===== src/rtl/dsp_divider.sv =====
// ---------------------------------------------------------------------------
// dsp_divider
//
// Memory-mapped iterative 32-bit integer divider for the DSP peripheral
// space on the 2x (VDP) clock. The CPU writes the dividend, then writes the
// divisor to one of the start registers. That write launches a restoring
// divide that produces one quotient bit per cycle. The result follows RISC-V
// DIV/DIVU/REM/REMU semantics, including divide-by-zero and signed overflow.
//
// Register map (word index on address):
//   0 DIVIDEND  (W/R) operand register
//   1 START_U   (W)   latch divisor, start unsigned divide
//   2 START_S   (W)   latch divisor, start signed divide
//   4 QUOTIENT  (R)   stalls while a divide is in flight
//   5 REMAINDER (R)   stalls while a divide is in flight
//   6 STATUS    (R)   bit0 = busy
//   Writes to 3..7 are acknowledged and ignored; reads of 1..3 and 7 return 0.
//
// Ports:
//   clk        2x / VDP clock
//   resetn     synchronous, active-low reset
//   en         single-cycle access strobe from the address decoder
//   write_en   qualifies en as a write
//   address    register word index (cpu_address[4:2])
//   write_data write value
//   read_data  read value, non-zero only in the cycle ready is high
//   ready      one-cycle access-complete pulse
//   busy       divide in progress (registered)
// ---------------------------------------------------------------------------
module dsp_divider #(
  parameter int ITERATIONS = 32
) (
  input  logic        clk,
  input  logic        resetn,
  input  logic        en,
  input  logic        write_en,
  input  logic [2:0]  address,
  input  logic [31:0] write_data,
  output logic [31:0] read_data,
  output logic        ready,
  output logic        busy
);

  localparam int DATA_W = 32;
  localparam int CNT_W  = $clog2(ITERATIONS) + 1;

  localparam logic [2:0] ADDR_DIVIDEND  = 3'd0;
  localparam logic [2:0] ADDR_START_U   = 3'd1;
  localparam logic [2:0] ADDR_START_S   = 3'd2;
  localparam logic [2:0] ADDR_QUOTIENT  = 3'd4;
  localparam logic [2:0] ADDR_REMAINDER = 3'd5;
  localparam logic [2:0] ADDR_STATUS    = 3'd6;

  localparam logic [DATA_W-1:0] MOST_NEG = {1'b1, {(DATA_W-1){1'b0}}};
  localparam logic [DATA_W-1:0] ALL_ONES = {DATA_W{1'b1}};

  typedef enum logic [1:0] {
    S_IDLE,
    S_ITERATE,
    S_FIXUP
  } state_t;

  // Magnitude of an operand. In unsigned mode the value passes through.
  // The magnitude of the most negative value wraps to itself, and the
  // datapath then treats it as the unsigned 2^31.
  function automatic logic [DATA_W-1:0] magnitude(input logic [DATA_W-1:0] x,
                                                  input logic              is_signed);
    return (is_signed && x[DATA_W-1]) ? -x : x;
  endfunction

  // Conditional two's-complement negation used for the final sign fix.
  function automatic logic [DATA_W-1:0] negate_if(input logic [DATA_W-1:0] x,
                                                  input logic              do_neg);
    return do_neg ? -x : x;
  endfunction

  state_t             state;
  logic [CNT_W-1:0]   cnt;
  logic               rd_pending;
  logic               rd_sel_rem;

  logic [DATA_W-1:0]  dividend_reg;
  logic [DATA_W-1:0]  quotient_reg;
  logic [DATA_W-1:0]  remainder_reg;

  // Working registers. dvd shifts left each iteration and collects the quotient
  // bits from the bottom, so it holds the quotient magnitude once all
  // iterations finish.
  logic [DATA_W-1:0]  dvd;
  logic [DATA_W-1:0]  dvs;
  logic [DATA_W-1:0]  rem;
  logic [DATA_W-1:0]  orig_dvd;
  logic               div_zero;
  logic               ovf;
  logic               neg_q;
  logic               neg_r;

  logic               acc_rd;
  logic               acc_wr;
  logic               start_wr;
  logic               start_signed;
  logic               res_rd;
  logic [DATA_W-1:0]  shifted;
  logic signed [DATA_W:0] trial;
  logic [DATA_W-1:0]  fix_q;
  logic [DATA_W-1:0]  fix_r;
  logic [DATA_W-1:0]  rd_mux;

  assign acc_rd       = en && !write_en;
  assign acc_wr       = en && write_en;
  assign start_signed = (address == ADDR_START_S);
  assign start_wr     = acc_wr && ((address == ADDR_START_U) || start_signed);
  assign res_rd       = acc_rd && ((address == ADDR_QUOTIENT) || (address == ADDR_REMAINDER));

  // The partial remainder never reaches bit 31 before a shift: after k
  // iterations it is below 2^k. So rem[30:0] plus the next dividend bit is
  // the full shifted value. The 33-bit subtract yields the borrow as the sign.
  assign shifted = {rem[DATA_W-2:0], dvd[DATA_W-1]};
  assign trial   = $signed({1'b0, shifted}) - $signed({1'b0, dvs});

  // Divide-by-zero first, then signed overflow, then the ordinary sign fix.
  always_comb begin
    fix_q = negate_if(dvd, neg_q);
    fix_r = negate_if(rem, neg_r);
    if (div_zero) begin
      fix_q = ALL_ONES;
      fix_r = orig_dvd;
    end else if (ovf) begin
      fix_q = MOST_NEG;
      fix_r = '0;
    end
  end

  always_comb begin
    rd_mux = '0;
    case (address)
      ADDR_DIVIDEND:  rd_mux = dividend_reg;
      ADDR_QUOTIENT:  rd_mux = quotient_reg;
      ADDR_REMAINDER: rd_mux = remainder_reg;
      ADDR_STATUS:    rd_mux = {{(DATA_W-1){1'b0}}, busy};
      default:        rd_mux = '0;
    endcase
  end

  // ---- iteration datapath: operand load on start, one restoring step per cycle
  always_ff @(posedge clk) begin
    if (start_wr) begin
      dvd      <= magnitude(dividend_reg, start_signed);
      dvs      <= magnitude(write_data, start_signed);
      rem      <= '0;
      orig_dvd <= dividend_reg;
      div_zero <= (write_data == '0);
      ovf      <= start_signed && (dividend_reg == MOST_NEG) && (write_data == ALL_ONES);
      neg_q    <= start_signed && (dividend_reg[DATA_W-1] ^ write_data[DATA_W-1]);
      neg_r    <= start_signed && dividend_reg[DATA_W-1];
    end else if (state == S_ITERATE) begin
      if (!trial[DATA_W]) begin
        rem <= trial[DATA_W-1:0];
        dvd <= {dvd[DATA_W-2:0], 1'b1};
      end else begin
        rem <= shifted;
        dvd <= {dvd[DATA_W-2:0], 1'b0};
      end
    end
  end

  // ---- control, bus response and result registers
  always_ff @(posedge clk) begin
    if (!resetn) begin
      state         <= S_IDLE;
      cnt           <= '0;
      busy          <= 1'b0;
      ready         <= 1'b0;
      read_data     <= '0;
      rd_pending    <= 1'b0;
      rd_sel_rem    <= 1'b0;
      dividend_reg  <= '0;
      quotient_reg  <= '0;
      remainder_reg <= '0;
    end else begin
      ready     <= 1'b0;
      read_data <= '0;

      case (state)
        S_IDLE: begin
          state <= S_IDLE;
        end
        S_ITERATE: begin
          if (cnt == '0) begin
            state <= S_FIXUP;
          end else begin
            cnt <= cnt - CNT_W'(1);
          end
        end
        S_FIXUP: begin
          quotient_reg  <= fix_q;
          remainder_reg <= fix_r;
          state         <= S_IDLE;
          busy          <= 1'b0;
          // A result read stalled during ITERATE, or one arriving in this
          // very cycle, is answered straight from the fixup result.
          if (rd_pending || res_rd) begin
            ready      <= 1'b1;
            read_data  <= (rd_pending ? rd_sel_rem : address[0]) ? fix_r : fix_q;
            rd_pending <= 1'b0;
          end
        end
        default: begin
          state <= S_IDLE;
        end
      endcase

      if (acc_wr) begin
        ready <= 1'b1;
        if (address == ADDR_DIVIDEND) begin
          dividend_reg <= write_data;
        end
        // A start overrides whatever the FSM was doing, including a restart
        // of a divide already in flight.
        if (start_wr) begin
          state <= S_ITERATE;
          cnt   <= CNT_W'(ITERATIONS - 1);
          busy  <= 1'b1;
        end
      end

      if (acc_rd && !(res_rd && (state != S_IDLE))) begin
        ready     <= 1'b1;
        read_data <= rd_mux;
      end

      if (res_rd && (state == S_ITERATE)) begin
        rd_pending <= 1'b1;
        rd_sel_rem <= address[0];
      end
    end
  end

endmodule


===== config.mk =====
export PLATFORM = sky130hd
export DESIGN_NAME = dsp_divider
export DESIGN_NICKNAME = d
export VERILOG_FILES = /design/src/rtl/dsp_divider.sv
export SDC_FILE = /design/constraint.sdc
export NUM_CORES = 1
export LEC_CHECK = 0
export CAP_MARGIN = 0
export CORE_MARGIN = 8
export CORE_UTILIZATION = 60
export DETAILED_ROUTE_END_ITERATION = 10
export GPL_TIMING_DRIVEN = 0
export PLACE_DENSITY = 0.79
export SLEW_MARGIN = 20
export SYNTH_ARGS = -nofsm -noshare
export SYNTH_HDL_FRONTEND = slang
export SYNTH_SLANG_ARGS = --single-unit

===== constraint.sdc =====
create_clock -name clk -period 10.1 [get_ports clk]
set_input_delay 2.02 -clock clk [delete_from_list [all_inputs] [get_ports clk]]
set_output_delay 2.02 -clock clk [all_outputs]
set_load 0.005 [all_outputs]

# --- Word-level counts from Yosys, hierarchy flattened ---
# Cells that the tools add are included.
word_totals:
  register_bits: 272
  input_bits: 39
  output_inout_bits: 34
op_classes:
  addsub: 6
  n_eq_ne: 9
  muxes: 36
  n_bitwise: 1
  n_reduce_logical: 26
ops:
  columns: ["operator", "n"]
  rows:
  - ["32-bit two-way mux", 15]
  - ["32-bit negation", 4]
  - ["32-bit case mux with 4 select lines", 1]
  - ["32-bit == test (second input constant)", 2]
  - ["32-bit by 32-bit subtractor with 33-bit output", 1]
  - ["32-bit logical NOT", 1]
  - ["6-bit two-way mux", 4]
  - ["1-bit logical AND", 12]
  - ["1-bit two-way mux", 12]
  - ["3-bit == test (second input constant)", 3]
  - ["2-bit two-way mux", 4]
  - ["2-bit nonzero test", 4]
  - ["6-bit logical NOT", 1]
  - ["6-bit by 1-bit subtractor with 6-bit output (second input constant)", 1]
  - ["2-bit AND reduction", 2]
  - ["3-bit by 1-bit == test with 1-bit output (second input constant)", 1]
  - ["3-bit by 2-bit == test with 1-bit output (second input constant)", 1]
  - ["3-bit logical NOT", 1]
  - ["1-bit logical OR", 3]
  - ["2-bit by 1-bit == test with 1-bit output (second input constant)", 1]
  - ["2-bit == test (second input constant)", 1]
  - ["1-bit logical NOT", 2]
  - ["1-bit XOR", 1]

# --- Depth between registers and ports, before layout ---
# Gate-level depths: netlist of the first run.
depth:
  depth_word: 8
  depth_mapped: 13
  mapped_depth_nobuf: 11

# --- Least setup slack after synthesis of the first run ---
# OpenSTA, ideal clock, no wires.
synth_timing:
  path_type: "in2reg"
  from: "input port address[1]"
  to: "register dvd[0] (enable)"
  arrival_ns: 5.214
  required_ns: 9.712
  slack_ns: 4.498
  path_stages: 7
  path_buffers: 2
  path_cell_list: "clkbuf_1 xnor2_1 or3_1 clkbuf_1 inv_1 nor2_1 inv_1"
synth_via:
  elab_chain_len: 4
  word_cells_on_any_way: 5
  cone_classes: "eq/ne (2); reduce/logical (3)"
synth_lines:
  columns: ["item", "line_no", "text"]
  rows:
  - ["start: declaration", "37", "input logic [2:0] address,"]
  - ["3-bit by 1-bit == test with 1-bit output or 3-bit by 2-bit == test with 1-bit output (tied branches)", "112, 111", null]
  - ["1-bit logical OR *", "112", "assign start_wr = acc_wr && ((address == ADDR_START_U) || start_signed);"]
  - ["1-bit logical AND *", "112", null]
  - ["via start_wr", "100", "logic start_wr;"]
  - ["2-bit nonzero test (no line) *", null, null]
  - ["end signal: assignment", "148", "dvd <= magnitude(dividend_reg, start_signed);"]
  - ["end signal: assignment", "159", "dvd <= {dvd[DATA_W-2:0], 1'b1};"]
  - ["end signal: assignment", "162", "dvd <= {dvd[DATA_W-2:0], 1'b0};"]
  - ["end: declaration", "89", "logic [DATA_W-1:0] dvd;"]
# Mark *: on every way through the listed nets, which the timed path passes. The rest lies on a longest branch.
# A chain may end at the register's enable or synchronous reset.

# --- Worst setup path in the final report of the first run ---
layout_timing:
  from: "input port write_data[6]"
  to: "register dvs[29] (data pin)"
layout_via:
  elab_chain_len: 2
layout_lines:
  columns: ["item", "line_no", "text"]
  rows:
  - ["start: declaration", "38", "input logic [31:0] write_data,"]
  - ["32-bit negation", "68", "return (is_signed && x[DATA_W-1]) ? -x : x;"]
  - ["32-bit two-way mux", "68", null]
  - ["end signal: assignment", "149", "dvs <= magnitude(write_data, start_signed);"]
  - ["end: declaration", "90", "logic [DATA_W-1:0] dvs;"]
# No other way between the ends.

==> reports/results.tsv, run 1 <==
metric	value	unit
total wire length	57.0	mm
clk root buf	clkbuf_16	
Yosys Warn Count	0	
crit share post-route	46.7	%
row count	59	
setup TNS	0	ps
Worst Hold Launch	dividend_reg[6]$_SDFFE_PN0P_	
reg2reg end	rem[25]$_SDFFE_PP0P_	
setup violators final	0	
max_slew headroom	35.5	%
die height	178	um
Pint	2120	uW
sw power	989	uW
Slew Limit Fails	0	
Netlist cell types	73	
Seq pwr share	41.0	%
most frequent cell after synthesis	nand2_1	
max cap viols	0	
top cells by count, synth	nand2_1 (216), dfxtp_1 (172), a21oi_1 (171)	
WL/cell	24.8	um
status	complete, no violations	
Synth Register Bits	272	
Setup WS pre-CTS	4860	ps
die area	31500	sq um
layout cells sized above 1	4.69	%
Reg-to-Reg Start	dvd[31]$_DFFE_PP_	
Hold Path Stages	0	
Comb power frac	22.3	%
RSZ-0062 raised after global routing	no	
WS Path Type	in2reg	
Nets	2016	
vias in the first global route	14608	
Post-CTS Hold Fix Bufs	0	
Worst Hold End	orig_dvd[6]$_DFFE_PP_	
r2r worst-path depth	13	
first-pass GRT wire length	86.0	mm
Syn Area/Cell	8.52	sq um
maximum clock frequency	212	MHz
Slew @ Worst Pin	966	ps
r2r setup slk	5830	ps
Sw Share	31.8	%
post-route DRC violation count	0	
Yosys top cell area share	22.0	%
Fin Hold WS	444	ps
Global Route Usage Sum	35.6	%
Final Hold Vio Count	0	
DP HPWL	42.7	mm
sequential cell area fraction in the yosys report	41.2	%
Skew-Pair Late Insertion Delay	580	ps
Data required, critical path	10400	ps
Starting Density	60.6	%
min Tclk post-route	4720	ps
Overflow after GRT	0	
IO Port Bufs	69	
Clock Sinks	272	
I/O pins	73	
# Post-CTS Setup Buffers	0	
Via density	6.70	
Power Dens Cells	174	nW/um^2
Yosys top cell by area	dfxtp_1	
CP Capture Type	flip-flop	
Core Area	25800	sq um
Post-synth EDFFs	100	
Layout Area Growth over Synthesis	13.9	%
Synth Flop Type	dfxtp_1	
P_leak	0.00642	uW
Worst VDD drop	160	uV
largest net degree at the start of global routing	40	
clk slew on worst S/H paths	60	ps
die width	178	um
CP max FO	7	
initial drt markers	1990	
Worst Skew	25.1	ps
CTS tree	built	
Mapped Area	15700	sq um
Mapped Cells	1836	
drt first pass iters	8	
H-tree levels	1	
Placer Congestion	0.992	
Worst Setup Start Kind	input port	
Min-Delay Path Class	reg2reg	
remaining antenna violation count after routing	0	
vias post-DR	15376	
Post-synth ARST share	0	%
syn_nets	1915	
synth top area cells	dfxtp_1 (22%), edfxtp_1 (19%), a21oi_1 (5.5%)	
Final Worst Setup Slack	5380	ps
CP arrival	5020	ps
clock power share	36.8	%
CTS Buffer Depth	3	
CTS resizes	0	
total CTS buffers	29	
antenna violations before repair	2	
## power by group through the flow
stage          clock network [uW]  registers (uW)  logic [uW]
2_1_floorplan                   0            1260         484
3_3_place_gp                    0            1290         651
3_5_place_dp                    0            1290         664
4_1_cts                      1130            1270         671
5_1_grt                      1180            1280         751
6_report                     1140            1270         691
## worst max-delay path, stage by stage
cell and delay, ps:
clkdlybuf4s50_1 580, or4_4 650, nor4_4 240, nand3_2 180, or4_4 490, nor4_4 270
nand2_1 210, o31ai_2 250, xnor2_1 130
## layer usage
layer  share of wire (%)  track usage (%)  routed length [um]
met5                   0                0                   0
met4                 5.0             15.2                2860
met3                  14             12.2                7960
met2                  41             52.0               23600
met1                  40             47.1               22600
## final cells by class
type                    instances  area (sq um)
diodes                          1          2.50
plain buffers                 124           473
clock buffers                  38           851
clock inverters                16           176
fillers                      2151          8010
inverters                      61           231
multi-input cells            1379          8520
flip-flops and latches        272          6450
well taps                     335           419
repair buffers                 70           711
## worst max-delay path by stage
stage / from / endpoint / slack (ps) / depth (start not counted)
after floorplan: address[1] / dvd[0]$_DFFE_PP_ / 4500 / 7
after global placement: en / dvd[22]$_DFFE_PP_ / 2840 / 7
after detailed placement: write_data[6] / dvs[29]$_DFFE_PP_ / 4860 / 9
after CTS: write_data[6] / dvs[29]$_DFFE_PP_ / 5450 / 9
after global routing: write_data[6] / dvs[26]$_DFFE_PP_ / 5260 / 9
final: write_data[6] / dvs[29]$_DFFE_PP_ / 5380 / 9
## cell usage in the layout, fill, tap and decap left out, types with 20 or more instances in the layout
cell and instances:
nor3_1 46, a31oi_1 20, mux2i_1 48, a21oi_1 171, ha_1 39, clkbuf_16 30
nand3_1 39, edfxtp_1 100, nand4_1 21, o21ai_0 154, inv_1 58, xor2_1 68
dfxtp_1 172, clkdlybuf4s50_1 69, clkbuf_1 114, xnor2_1 77, a211oi_1 36, nand2_1 216
o31ai_1 29, nor2_1 158
## cells by family (layout without fill, tap and decap cells)
| kind of cell | Yosys count | in the layout | share of synthesized area, % |
|---|---|---|---|
| buffers and inverters | 185 | 309 | 4.48 |
| AO/OA/AOI/OAI | 559 | 559 | 22.2 |
| XOR/XNOR | 145 | 145 | 8.11 |
| AND/OR/NAND/NOR | 582 | 582 | 17.3 |
| other | 0 | 1 | 0 |
| flip-flops | 272 | 272 | 41.2 |
| adder cells (fa/ha/maj) | 40 | 40 | 3.25 |
| multiplexers | 53 | 53 | 3.43 |
## metrics by stage
step | utilization, % | instances | power, uW | instance area [sq um]
after floorplan | - | 1836 | 1740 | 15700
after global placement | 64.9 | 2240 | 1940 | 16800
after detailed placement | 65.0 | 2241 | 1950 | 16800
after CTS | 69.0 | 2295 | 3070 | 17800
after global routing | 69.0 | 2295 | 3200 | 17800
final | 69.0 | 2296 | 3110 | 17800
Power figures use the tool's default switching activity.
==> run 2, diff against run 1 <==
clock period = 4.9 ns   (was 10.1 ns; I/O delays follow)
==> results of run 2 <==
The final DEF is identical to that of run 1. Status: complete, no violations.
Among the figures that moved: setup slack after placement 4860 ps -> 701 ps; setup slack after layout 5380 ps -> 626 ps; start point of the critical path write_data[6] -> dvd[31]$_DFFE_PP_; end point of the critical path dvs[29]$_DFFE_PP_ -> rem[25]$_SDFFE_PP0P_; register-to-register setup slack 5830 ps -> 630 ps; total power 3110 uW -> 6400 uW; worst IR drop on VDD 160 uV -> 330 uV
